`config.mk`:
```
export PLATFORM = sky130hd
export DESIGN_NAME = proc_ctrl_flat
export DESIGN_NICKNAME = d
export VERILOG_FILES = /design/src/rtl/proc_ctrl_if.sv /design/src/rtl/proc_ctrl.sv /design/src/flat_wrapper.sv
export SDC_FILE = /design/constraint.sdc
export NUM_CORES = 1
export LEC_CHECK = 0
export CORE_MARGIN = 5
export CORE_UTILIZATION = 37
export DETAILED_ROUTE_END_ITERATION = 10
export PLACE_DENSITY = 0.75
export SETUP_SLACK_MARGIN = 0.5
export SLEW_MARGIN = 20
export SYNTH_ARGS = -nofsm -noshare
export SYNTH_HDL_FRONTEND = slang
export SYNTH_SLANG_ARGS = --single-unit
export TNS_END_PERCENT = 10
```
`constraint.sdc`:
```
create_clock -name clk -period 2.55 [get_ports clk]
set_clock_uncertainty 0.2 [all_clocks]
set_input_delay 0.51 -clock clk [delete_from_list [all_inputs] [get_ports clk]]
set_output_delay 0.51 -clock clk [all_outputs]
set_load 0.05 [all_outputs]
```
`src/rtl/proc_ctrl_if.sv`:
```
// Control/datapath connection for the TinyRV1 five-stage pipeline.
// The controller is the master: it drives c2d_* and inst_done_W, and samples d2c_*.
interface proc_ctrl_if;
  logic [31:0] d2c_inst;
  logic        d2c_eq_X;
  logic        c2d_imemreq_val;
  logic        c2d_reg_en_F;
  logic [1:0]  c2d_pc_sel_F;
  logic        c2d_reg_en_D;
  logic [1:0]  c2d_op1_byp_sel_D;
  logic [1:0]  c2d_op2_byp_sel_D;
  logic        c2d_op1_sel_D;
  logic        c2d_op2_sel_D;
  logic        c2d_alu_fn_X;
  logic        c2d_result_sel_X;
  logic        c2d_wb_sel_M;
  logic        c2d_rf_wen_W;
  logic [4:0]  c2d_rf_waddr_W;
  logic        inst_done_W;

  modport master (
    input  d2c_inst, d2c_eq_X,
    output c2d_imemreq_val, c2d_reg_en_F, c2d_pc_sel_F, c2d_reg_en_D,
           c2d_op1_byp_sel_D, c2d_op2_byp_sel_D, c2d_op1_sel_D, c2d_op2_sel_D,
           c2d_alu_fn_X, c2d_result_sel_X, c2d_wb_sel_M,
           c2d_rf_wen_W, c2d_rf_waddr_W, inst_done_W
  );

  modport slave (
    output d2c_inst, d2c_eq_X,
    input  c2d_imemreq_val, c2d_reg_en_F, c2d_pc_sel_F, c2d_reg_en_D,
           c2d_op1_byp_sel_D, c2d_op2_byp_sel_D, c2d_op1_sel_D, c2d_op2_sel_D,
           c2d_alu_fn_X, c2d_result_sel_X, c2d_wb_sel_M,
           c2d_rf_wen_W, c2d_rf_waddr_W, inst_done_W
  );
endinterface

```
`src/rtl/proc_ctrl.sv`:
```
// TinyRV1 pipeline control: decode in D, X/M/W control pipeline, bypass selects,
// jr-hazard stall, and jump/branch redirect with squash.
module proc_ctrl (
  input  logic        clk,
  input  logic        rst,
  proc_ctrl_if.master dp
);

  typedef enum logic [6:0] {
    OP_ADD  = 7'b0110011,
    OP_ADDI = 7'b0010011,
    OP_BNE  = 7'b1100011,
    OP_JAL  = 7'b1101111,
    OP_JALR = 7'b1100111
  } opcode_e;

  typedef enum logic [1:0] {PC_SEQ, PC_JAL, PC_BR, PC_JR} pc_sel_e;
  typedef enum logic [1:0] {BYP_RF, BYP_X, BYP_M, BYP_W} byp_sel_e;

  logic       val_D, val_X, val_M, val_W;
  logic       rf_wen_X, rf_wen_M, rf_wen_W;
  logic [4:0] waddr_X, waddr_M, waddr_W;
  logic       alu_fn_X, result_sel_X, is_bne_X;

  logic [6:0] opcode;
  logic [2:0] funct3;
  logic [6:0] funct7;
  logic [4:0] rd, rs1, rs2;
  logic       add_D, addi_D, bne_D, jal_D, jr_D;
  logic       wen_D, reads_rs1, reads_rs2;
  logic       stall_D, br_taken_X;

  always_comb begin
    opcode = dp.d2c_inst[6:0];
    rd     = dp.d2c_inst[11:7];
    funct3 = dp.d2c_inst[14:12];
    rs1    = dp.d2c_inst[19:15];
    rs2    = dp.d2c_inst[24:20];
    funct7 = dp.d2c_inst[31:25];

    // Anything not matched here (including the all-zero reset word) is a bubble.
    add_D  = val_D && opcode == OP_ADD  && funct3 == 3'b000 && funct7 == 7'b0000000;
    addi_D = val_D && opcode == OP_ADDI && funct3 == 3'b000;
    bne_D  = val_D && opcode == OP_BNE  && funct3 == 3'b001;
    jal_D  = val_D && opcode == OP_JAL;
    jr_D   = val_D && opcode == OP_JALR && funct3 == 3'b000 && rd == 5'd0 &&
             funct7 == 7'b0000000 && rs2 == 5'd0;

    wen_D     = (add_D || addi_D || jal_D) && rd != 5'd0;
    reads_rs1 = add_D || addi_D || bne_D || jr_D;
    reads_rs2 = add_D || bne_D;

    // jr needs its target in D; an X-stage producer is the one value not yet available.
    stall_D    = jr_D && val_X && rf_wen_X && waddr_X == rs1;
    br_taken_X = val_X && is_bne_X && !dp.d2c_eq_X;
  end

  function automatic byp_sel_e byp_sel(input logic [4:0] rs);
    if (rs == 5'd0)                               return BYP_RF;
    else if (val_X && rf_wen_X && waddr_X == rs)  return BYP_X;
    else if (val_M && rf_wen_M && waddr_M == rs)  return BYP_M;
    else if (val_W && rf_wen_W && waddr_W == rs)  return BYP_W;
    else                                          return BYP_RF;
  endfunction

  always_comb begin
    pc_sel_e pc_sel;
    if (rst || br_taken_X == 1'b0 && stall_D) pc_sel = PC_SEQ;
    else if (br_taken_X)                      pc_sel = PC_BR;
    else if (jal_D)                           pc_sel = PC_JAL;
    else if (jr_D)                            pc_sel = PC_JR;
    else                                      pc_sel = PC_SEQ;

    dp.c2d_imemreq_val   = !rst;
    dp.c2d_reg_en_F      = rst || br_taken_X || !stall_D;
    dp.c2d_reg_en_D      = rst || br_taken_X || !stall_D;
    dp.c2d_pc_sel_F      = pc_sel;
    dp.c2d_op1_byp_sel_D = (!rst && reads_rs1) ? byp_sel(rs1) : BYP_RF;
    dp.c2d_op2_byp_sel_D = (!rst && reads_rs2) ? byp_sel(rs2) : BYP_RF;
    dp.c2d_op1_sel_D     = !rst && jal_D;
    dp.c2d_op2_sel_D     = !rst && (addi_D || jal_D);
    dp.c2d_alu_fn_X      = !rst && alu_fn_X;
    dp.c2d_result_sel_X  = !rst && result_sel_X;
    dp.c2d_wb_sel_M      = 1'b0;
    dp.c2d_rf_wen_W      = !rst && val_W && rf_wen_W;
    dp.c2d_rf_waddr_W    = waddr_W;
    dp.inst_done_W       = !rst && val_W;
  end

  always_ff @(posedge clk) begin
    if (rst) begin
      val_D <= 1'b0;
      val_X <= 1'b0;
      val_M <= 1'b0;
      val_W <= 1'b0;
    end else begin
      val_M <= val_X;
      val_W <= val_M;
      // Branch squash wins over stall; a stall holds val_D and injects an X bubble.
      if (br_taken_X) begin
        val_D <= 1'b0;
        val_X <= 1'b0;
      end else if (stall_D) begin
        val_X <= 1'b0;
      end else begin
        val_X <= add_D || addi_D || bne_D || jal_D || jr_D;
        val_D <= !(jal_D || jr_D);
      end
    end
  end

  always_ff @(posedge clk) begin
    rf_wen_X     <= wen_D;
    waddr_X      <= rd;
    alu_fn_X     <= bne_D;
    result_sel_X <= jal_D;
    is_bne_X     <= bne_D;
    rf_wen_M     <= rf_wen_X;
    waddr_M      <= waddr_X;
    rf_wen_W     <= rf_wen_M;
    waddr_W      <= waddr_M;
  end

endmodule
```
`src/flat_wrapper.sv`:
```
// flat-port wrapper written by rule: the top's interface ports become plain ports
module proc_ctrl_flat 
  (clk, rst, dp_d2c_inst, dp_d2c_eq_X, dp_c2d_imemreq_val, dp_c2d_reg_en_F, dp_c2d_pc_sel_F, dp_c2d_reg_en_D, dp_c2d_op1_byp_sel_D, dp_c2d_op2_byp_sel_D, dp_c2d_op1_sel_D, dp_c2d_op2_sel_D, dp_c2d_alu_fn_X, dp_c2d_result_sel_X, dp_c2d_wb_sel_M, dp_c2d_rf_wen_W, dp_c2d_rf_waddr_W, dp_inst_done_W);
  proc_ctrl_if dp_i ();
  input  logic clk;
  input  logic rst;
  input wire logic [$bits(dp_i.d2c_inst)-1:0] dp_d2c_inst;
  input wire logic [$bits(dp_i.d2c_eq_X)-1:0] dp_d2c_eq_X;
  output wire logic [$bits(dp_i.c2d_imemreq_val)-1:0] dp_c2d_imemreq_val;
  output wire logic [$bits(dp_i.c2d_reg_en_F)-1:0] dp_c2d_reg_en_F;
  output wire logic [$bits(dp_i.c2d_pc_sel_F)-1:0] dp_c2d_pc_sel_F;
  output wire logic [$bits(dp_i.c2d_reg_en_D)-1:0] dp_c2d_reg_en_D;
  output wire logic [$bits(dp_i.c2d_op1_byp_sel_D)-1:0] dp_c2d_op1_byp_sel_D;
  output wire logic [$bits(dp_i.c2d_op2_byp_sel_D)-1:0] dp_c2d_op2_byp_sel_D;
  output wire logic [$bits(dp_i.c2d_op1_sel_D)-1:0] dp_c2d_op1_sel_D;
  output wire logic [$bits(dp_i.c2d_op2_sel_D)-1:0] dp_c2d_op2_sel_D;
  output wire logic [$bits(dp_i.c2d_alu_fn_X)-1:0] dp_c2d_alu_fn_X;
  output wire logic [$bits(dp_i.c2d_result_sel_X)-1:0] dp_c2d_result_sel_X;
  output wire logic [$bits(dp_i.c2d_wb_sel_M)-1:0] dp_c2d_wb_sel_M;
  output wire logic [$bits(dp_i.c2d_rf_wen_W)-1:0] dp_c2d_rf_wen_W;
  output wire logic [$bits(dp_i.c2d_rf_waddr_W)-1:0] dp_c2d_rf_waddr_W;
  output wire logic [$bits(dp_i.inst_done_W)-1:0] dp_inst_done_W;
  assign dp_i.d2c_inst = dp_d2c_inst;
  assign dp_i.d2c_eq_X = dp_d2c_eq_X;
  assign dp_c2d_imemreq_val = dp_i.c2d_imemreq_val;
  assign dp_c2d_reg_en_F = dp_i.c2d_reg_en_F;
  assign dp_c2d_pc_sel_F = dp_i.c2d_pc_sel_F;
  assign dp_c2d_reg_en_D = dp_i.c2d_reg_en_D;
  assign dp_c2d_op1_byp_sel_D = dp_i.c2d_op1_byp_sel_D;
  assign dp_c2d_op2_byp_sel_D = dp_i.c2d_op2_byp_sel_D;
  assign dp_c2d_op1_sel_D = dp_i.c2d_op1_sel_D;
  assign dp_c2d_op2_sel_D = dp_i.c2d_op2_sel_D;
  assign dp_c2d_alu_fn_X = dp_i.c2d_alu_fn_X;
  assign dp_c2d_result_sel_X = dp_i.c2d_result_sel_X;
  assign dp_c2d_wb_sel_M = dp_i.c2d_wb_sel_M;
  assign dp_c2d_rf_wen_W = dp_i.c2d_rf_wen_W;
  assign dp_c2d_rf_waddr_W = dp_i.c2d_rf_waddr_W;
  assign dp_inst_done_W = dp_i.inst_done_W;
  proc_ctrl u_core (.clk(clk), .rst(rst), .dp(dp_i));
endmodule
```
Word-level counts from Yosys, hierarchy flattened --
Index checks and enable logic that the tools add are counted.
Cells by class: equality and inequality tests 12, bitwise gates (word level) 1, reductions and logical operators 61, mux-type cells 14
Operator list (count):
- 1-bit logical AND | 37
- 5-bit equality test | 6
- 2-bit two-way mux | 14
- 7-bit equality test (second input constant) | 3
- 5-bit logical NOT | 3
- 1-bit logical OR | 12
- 7-bit by 5-bit equality test with 1-bit output (second input constant) | 1
- 7-bit by 6-bit equality test with 1-bit output (second input constant) | 1
- 7-bit logical NOT | 1
- 5-bit nonzero test | 1
- 1-bit logical NOT | 4
- 3-bit by 1-bit equality test with 1-bit output (second input constant) | 1
- 3-bit logical NOT | 1
- 3-bit OR reduction | 1
- 2-bit OR reduction | 1
- 1-bit NOT | 1
Word-level totals: register bits after elaboration 24, word-level logic and storage cells 100, output and inout bits 21

Logic depth before layout (Yosys ltp) --
depth in word-level cells 12, mapped depth 5, gate-level depth less buffers 5

Least setup slack after synthesis --
Ideal clock, no wire load.
path kind input to output, from input dp_d2c_inst[27], to output dp_c2d_op2_byp_sel_D[1], data arrival time 2.940 ns, path buffers 0, slack -1.100 ns, stages on the path 5, data required time 1.840 ns, path through or4_4 or4b_4 nand2_1 nand3_1 a211oi_1
On the way: cells in the longest elaborated chain, start to end 5
Ends and longest elaborated chain:
- start: declaration | line flat_wrapper.sv:7 | input wire logic [$bits(dp_i.d2c_inst)-1:0] dp_d2c_inst;
- 7-bit logical NOT | line proc_ctrl.sv:42 | add_D = val_D && opcode == OP_ADD && funct3 == 3'b000 && funct7 == 7'b0000000;
- 1-bit logical AND | line proc_ctrl.sv:42
- 1-bit logical OR | line proc_ctrl.sv:51 | reads_rs2 = add_D || bne_D;
- 1-bit logical AND | line proc_ctrl.sv:79 | dp.c2d_op2_byp_sel_D = (!rst && reads_rs2) ? byp_sel(rs2) : BYP_RF;
- 2-bit two-way mux | line proc_ctrl.sv:79
- end: declaration | line flat_wrapper.sv:14 | output wire logic [$bits(dp_i.c2d_op2_byp_sel_D)-1:0] dp_c2d_op2_byp_sel_D;
No other way between the ends.

Final worst setup path --
from input dp_d2c_inst[28], to output dp_c2d_op1_byp_sel_D[1]
On the way: cells in the longest elaborated chain, start to end 7, elaborated cells on any way between the ends 9, those cells by class mux (1); reduce/logical (8)
Ends and longest elaborated chain:
- 7-bit logical NOT (*) | line proc_ctrl.sv:42, proc_ctrl.sv:47
- 1-bit logical AND | line proc_ctrl.sv:42
- 1-bit logical OR (2 in series) | line proc_ctrl.sv:50 | reads_rs1 = add_D || addi_D || bne_D || jr_D;
- 1-bit logical OR (*) | line proc_ctrl.sv:50
- 1-bit logical AND (*) | line proc_ctrl.sv:78 | dp.c2d_op1_byp_sel_D = (!rst && reads_rs1) ? byp_sel(rs1) : BYP_RF;
- 2-bit two-way mux (*) | line proc_ctrl.sv:78
- end: declaration | line flat_wrapper.sv:13 | output wire logic [$bits(dp_i.c2d_op1_byp_sel_D)-1:0] dp_c2d_op1_byp_sel_D;
Mark *: on every way between the ends. The rest lies on a longest branch, timed or not.

==> impl_results.rst <==
.. list-table::
   :header-rows: 1

   * - Metric
     - Value
   * - Status
     - finished, violations left
   * - Violated checks
     - setup timing
   * - Placement Rows
     - 21
   * - # Max-Cap Violations
     - 0
   * - Dominant register cell in the synthesized netlist
     - dfxtp_1
   * - Root buffer cell
     - clkbuf_4
   * - R2R setup slack
     - 870 ps
   * - Synth Area per Inst
     - roughly 9.2 um2
   * - Hold violation total from the final report
     - 0
   * - Upper clock frequency limit
     - 324 MHz
   * - Number of detailed-route iterations in the first pass
     - 4
   * - Register bit count reported by yosys
     - 24
   * - Type of element launching the critical path
     - primary input
   * - Sum of net half-perimeters after detailed placement
     - between 3000 and 4000 um
   * - Worst setup path startpoint
     - dp_d2c_inst[28]
   * - Share of the core filled with cells
     - between 70% and 80%
   * - Worst-Skew Late Latency
     - roughly 310 ps
   * - PwrDens
     - 326 nW/um2
   * - Routability cong.
     - between 0.8 and 0.9
   * - Clock tree buffer depth
     - 2
   * - Remaining antenna violation count after routing
     - 0
   * - Final critical-path setup slack
     - -537 ps
   * - Final cell count without fillers
     - around 270
   * - Minimum clock period after layout
     - between 3000 and 4000 ps
   * - Worst Path Class, Setup
     - in -> out
   * - Post-synthesis share of cell area spent on xor and xnor gates
     - about a fifth
   * - Initial core utilization
     - between 30% and 40%
   * - Port buffer count
     - 54
   * - Final routed DRC violation total
     - 0
   * - Synthesized-area fraction occupied by and/or/nand/nor cells
     - around 28%
   * - Top-count cell post-synth
     - dfxtp_1
   * - Number of buffers inserted during clock tree synthesis
     - 3
   * - Dominant cells by area after synthesis
     - dfxtp_1 39%, xor2_1 13%, xnor2_1 6.4%
   * - Period utilization
     - 121%
   * - Number of distinct library cells after synthesis
     - 36
   * - Count of hold buffers inserted by post-cts repair
     - 0
   * - Total gr overflow
     - 0
   * - Post-Synthesis Cells
     - about 130
   * - Wire length of the first global-routing pass
     - between 6000 and 7000 um
   * - Count of vias placed by the detailed router
     - 1,387
   * - Number of antenna violations at the first check in global routing
     - 0
   * - Detailed Route Iter0 Violations
     - 85
   * - Combinational family with the most area after synthesis
     - simple AND/OR/NAND/NOR gates
   * - Worst-path fanout max
     - 3
   * - Standard cell core area
     - ~3300 um2
   * - Horiz. Die Dim
     - ~68 um
   * - Post-detailed-routing wire length
     - 4410 um
   * - Leakage power of the design
     - slightly below 0.001 uW
   * - Proportion of netlist area held by the largest area contributor
     - about 39%
   * - Number of enable-type register cells in the synthesized netlist
     - 0
   * - Async SR Flop Fraction
     - 0%
   * - Clock tree from TritonCTS
     - built
   * - Summed area of non-filler cells in the final layout
     - approximately 2300 um2
   * - Setup-failing EPs final
     - 10
   * - Worst Path Arrival
     - roughly 2400 ps
   * - Clock sink count
     - 24
   * - Mapped Nets
     - 169
   * - Fraction of synthesized area in multiplexers
     - 0%
   * - RSZ-0062 raised after global routing
     - yes
   * - Drt via density
     - between 5 and 6
   * - Combined area of all synthesized cells
     - approximately 1200 um2
   * - Instance count after placement with tap cells included
     - 265
   * - Fraction of the yosys area taken by sequential cells
     - around two fifths
   * - Final-report max-slew violation count
     - 0
   * - Vias in the first global route
     - 1,414
   * - Avg WL per Cell
     - ~16 um
   * - Clock Pin Slew Worst Setup and Hold Paths
     - approximately 120 ps
   * - Final layout net count
     - 260
   * - CP Capture Type
     - output pin
   * - DIE AREA
     - 4600 um2
   * - Biggest area consumer among synthesized cells
     - dfxtp_1
   * - GRT Overall Usage
     - roughly 20%
   * - Number of warning messages in the yosys log
     - 0
   * - Capture point of the critical path
     - dp_c2d_op1_byp_sel_D[1]
   * - Number of inserted diodes
     - 0
   * - Area growth, synth to finish
     - 90.0%
   * - Aggregate negative setup slack
     - -4330 ps
   * - Htree depth
     - 1
   * - Adder-cell area share of the yosys netlist
     - 0%
   * - Fraction of final layout cells sized beyond drive strength 1
     - 40.8%
   * - Worst IR drop on VDD
     - slightly below 0.0003 V
   * - Complex-gate fraction of the synthesized area
     - 9.62%
   * - Most frequent cells after synthesis
     - 24 x dfxtp_1, 19 x xor2_1, 9 x xnor2_1, 8 x nor2_1, 8 x nor2b_1
   * - Placed instance area
     - ~2200 um2
   * - Worst Hold Class
     - reg -> reg
   * - Chip Height
     - between 60 and 70 um
   * - Depth of the worst register-to-register path
     - 5
   * - Largest net degree at the start of global routing
     - 13
   * - Number of top-level pins
     - 56
   * - Worst reg2reg endpoint
     - u_core.val_D
   * - Data required time of the critical path
     - roughly 1800 ps
   * - Source of the worst register-to-register timing path
     - u_core.waddr_X[4]
where the power goes:
part | total (uW) | internal, uW | switching, uW
clock | 168 | 55.3 | 112
combinational | 194 | 101 | 92.5
sequential | 405 | 389 | 16.2
total | 767 | 546 | 221
placed cells by master, fill, tap and decap left out, types with 2 or more instances in the layout:
cell	instances
xor2_1	19
nand3b_1	2
dlymetal6s2s_1	2
clkdlybuf4s50_1	15
buf_6	3
nor2_4	2
or4_4	3
nor2b_2	2
nor2_2	4
clkbuf_4	3
nor4_2	2
and2_1	2
buf_12	12
a21oi_2	2
inv_1	5
a21oi_1	3
nand4_1	6
nand2_1	3
nor4_1	3
nand3_2	2
dlygate4sd2_1	13
clkbuf_2	3
nor2_1	3
dfxtp_1	24
buf_4	36
nand3_1	3
or4_1	2
buf_2	3
xnor2_1	9
nor2b_1	6
cell families after synthesis:
group,count (synthesis)
flip-flops,24
other,1
AO/OA/AOI/OAI,16
XOR/XNOR,28
AND/OR/NAND/NOR,57
buffers and inverters,8
metrics by stage:
stage / worst slack, ps / power (uW) / hold WS [ps]
floorplan: -571 / 484 / 131
global placement: -856 / 599 / 136
detailed placement: -896 / 605 / 137
CTS: -480 / 758 / 159
global route: -553 / 797 / 172
finish: -537 / 767 / 160
final cells by class:
class,count,area [um2]
Tap cell,46,57.6
Timing Repair Buffer,89,898
Clock buffer,3,22.5
Multi-Input combinational cell,102,871
Sequential cell,24,480
Fill cell,229,936
Inverter,5,18.8
per-layer routing:
| layer | up-vias | GRT usage, % | share of wire (%) | wire [um] |
|---|---|---|---|---|
| li1 | 656 | - | - | - |
| met1 | 661 | 22.6 | 38 | 1690 |
| met2 | 57 | 34.5 | 53 | 2330 |
| met3 | 13 | 3.16 | 5.6 | 248 |
| met4 | 0 | 9.43 | 3.2 | 139 |
| met5 | - | 0 | 0 | 0 |
state kept, by name, indices dropped and copies added (netlist names):
name and cells:
u_core.alu_fn_X 1, u_core.dp.c2d_rf_waddr_W 5, u_core.result_sel_X 1, u_core.rf_wen_M 1
u_core.rf_wen_W 1, u_core.rf_wen_X 1, u_core.val_D 1, u_core.val_M 1
u_core.val_W 1, u_core.val_X 1, u_core.waddr_M 5, u_core.waddr_X 5
what timing repair did:
| item | 4_1_cts | 5_1_grt |
|---|---|---|
| pin swaps | 20 | 8 |
| gates resized for setup | 53 | 16 |
| setup buffers | 1 | 0 |
| endpoints found under the setup margin | 23 | 17 |
worst min path at each step:
stage,cells after the start,startpoint,slack [ps],to
after floorplan,0,u_core.rf_wen_X,130,u_core.rf_wen_M
after global placement,0,u_core.rf_wen_X,140,u_core.rf_wen_M
after detailed placement,0,u_core.rf_wen_X,140,u_core.rf_wen_M
after CTS,0,u_core.rf_wen_X,160,u_core.rf_wen_M
after global routing,0,u_core.rf_wen_X,170,u_core.rf_wen_M
final,0,u_core.rf_wen_X,160,u_core.rf_wen_M
critical path, stage by stage:
cell and delay, ps:
buf_6 90, or4_4 550, or4b_4 570, nand3_4 100, a21oi_4 90, a2111oi_4 240, clkbuf_16 230
No activity file was read; power rests on OpenSTA's default activity.
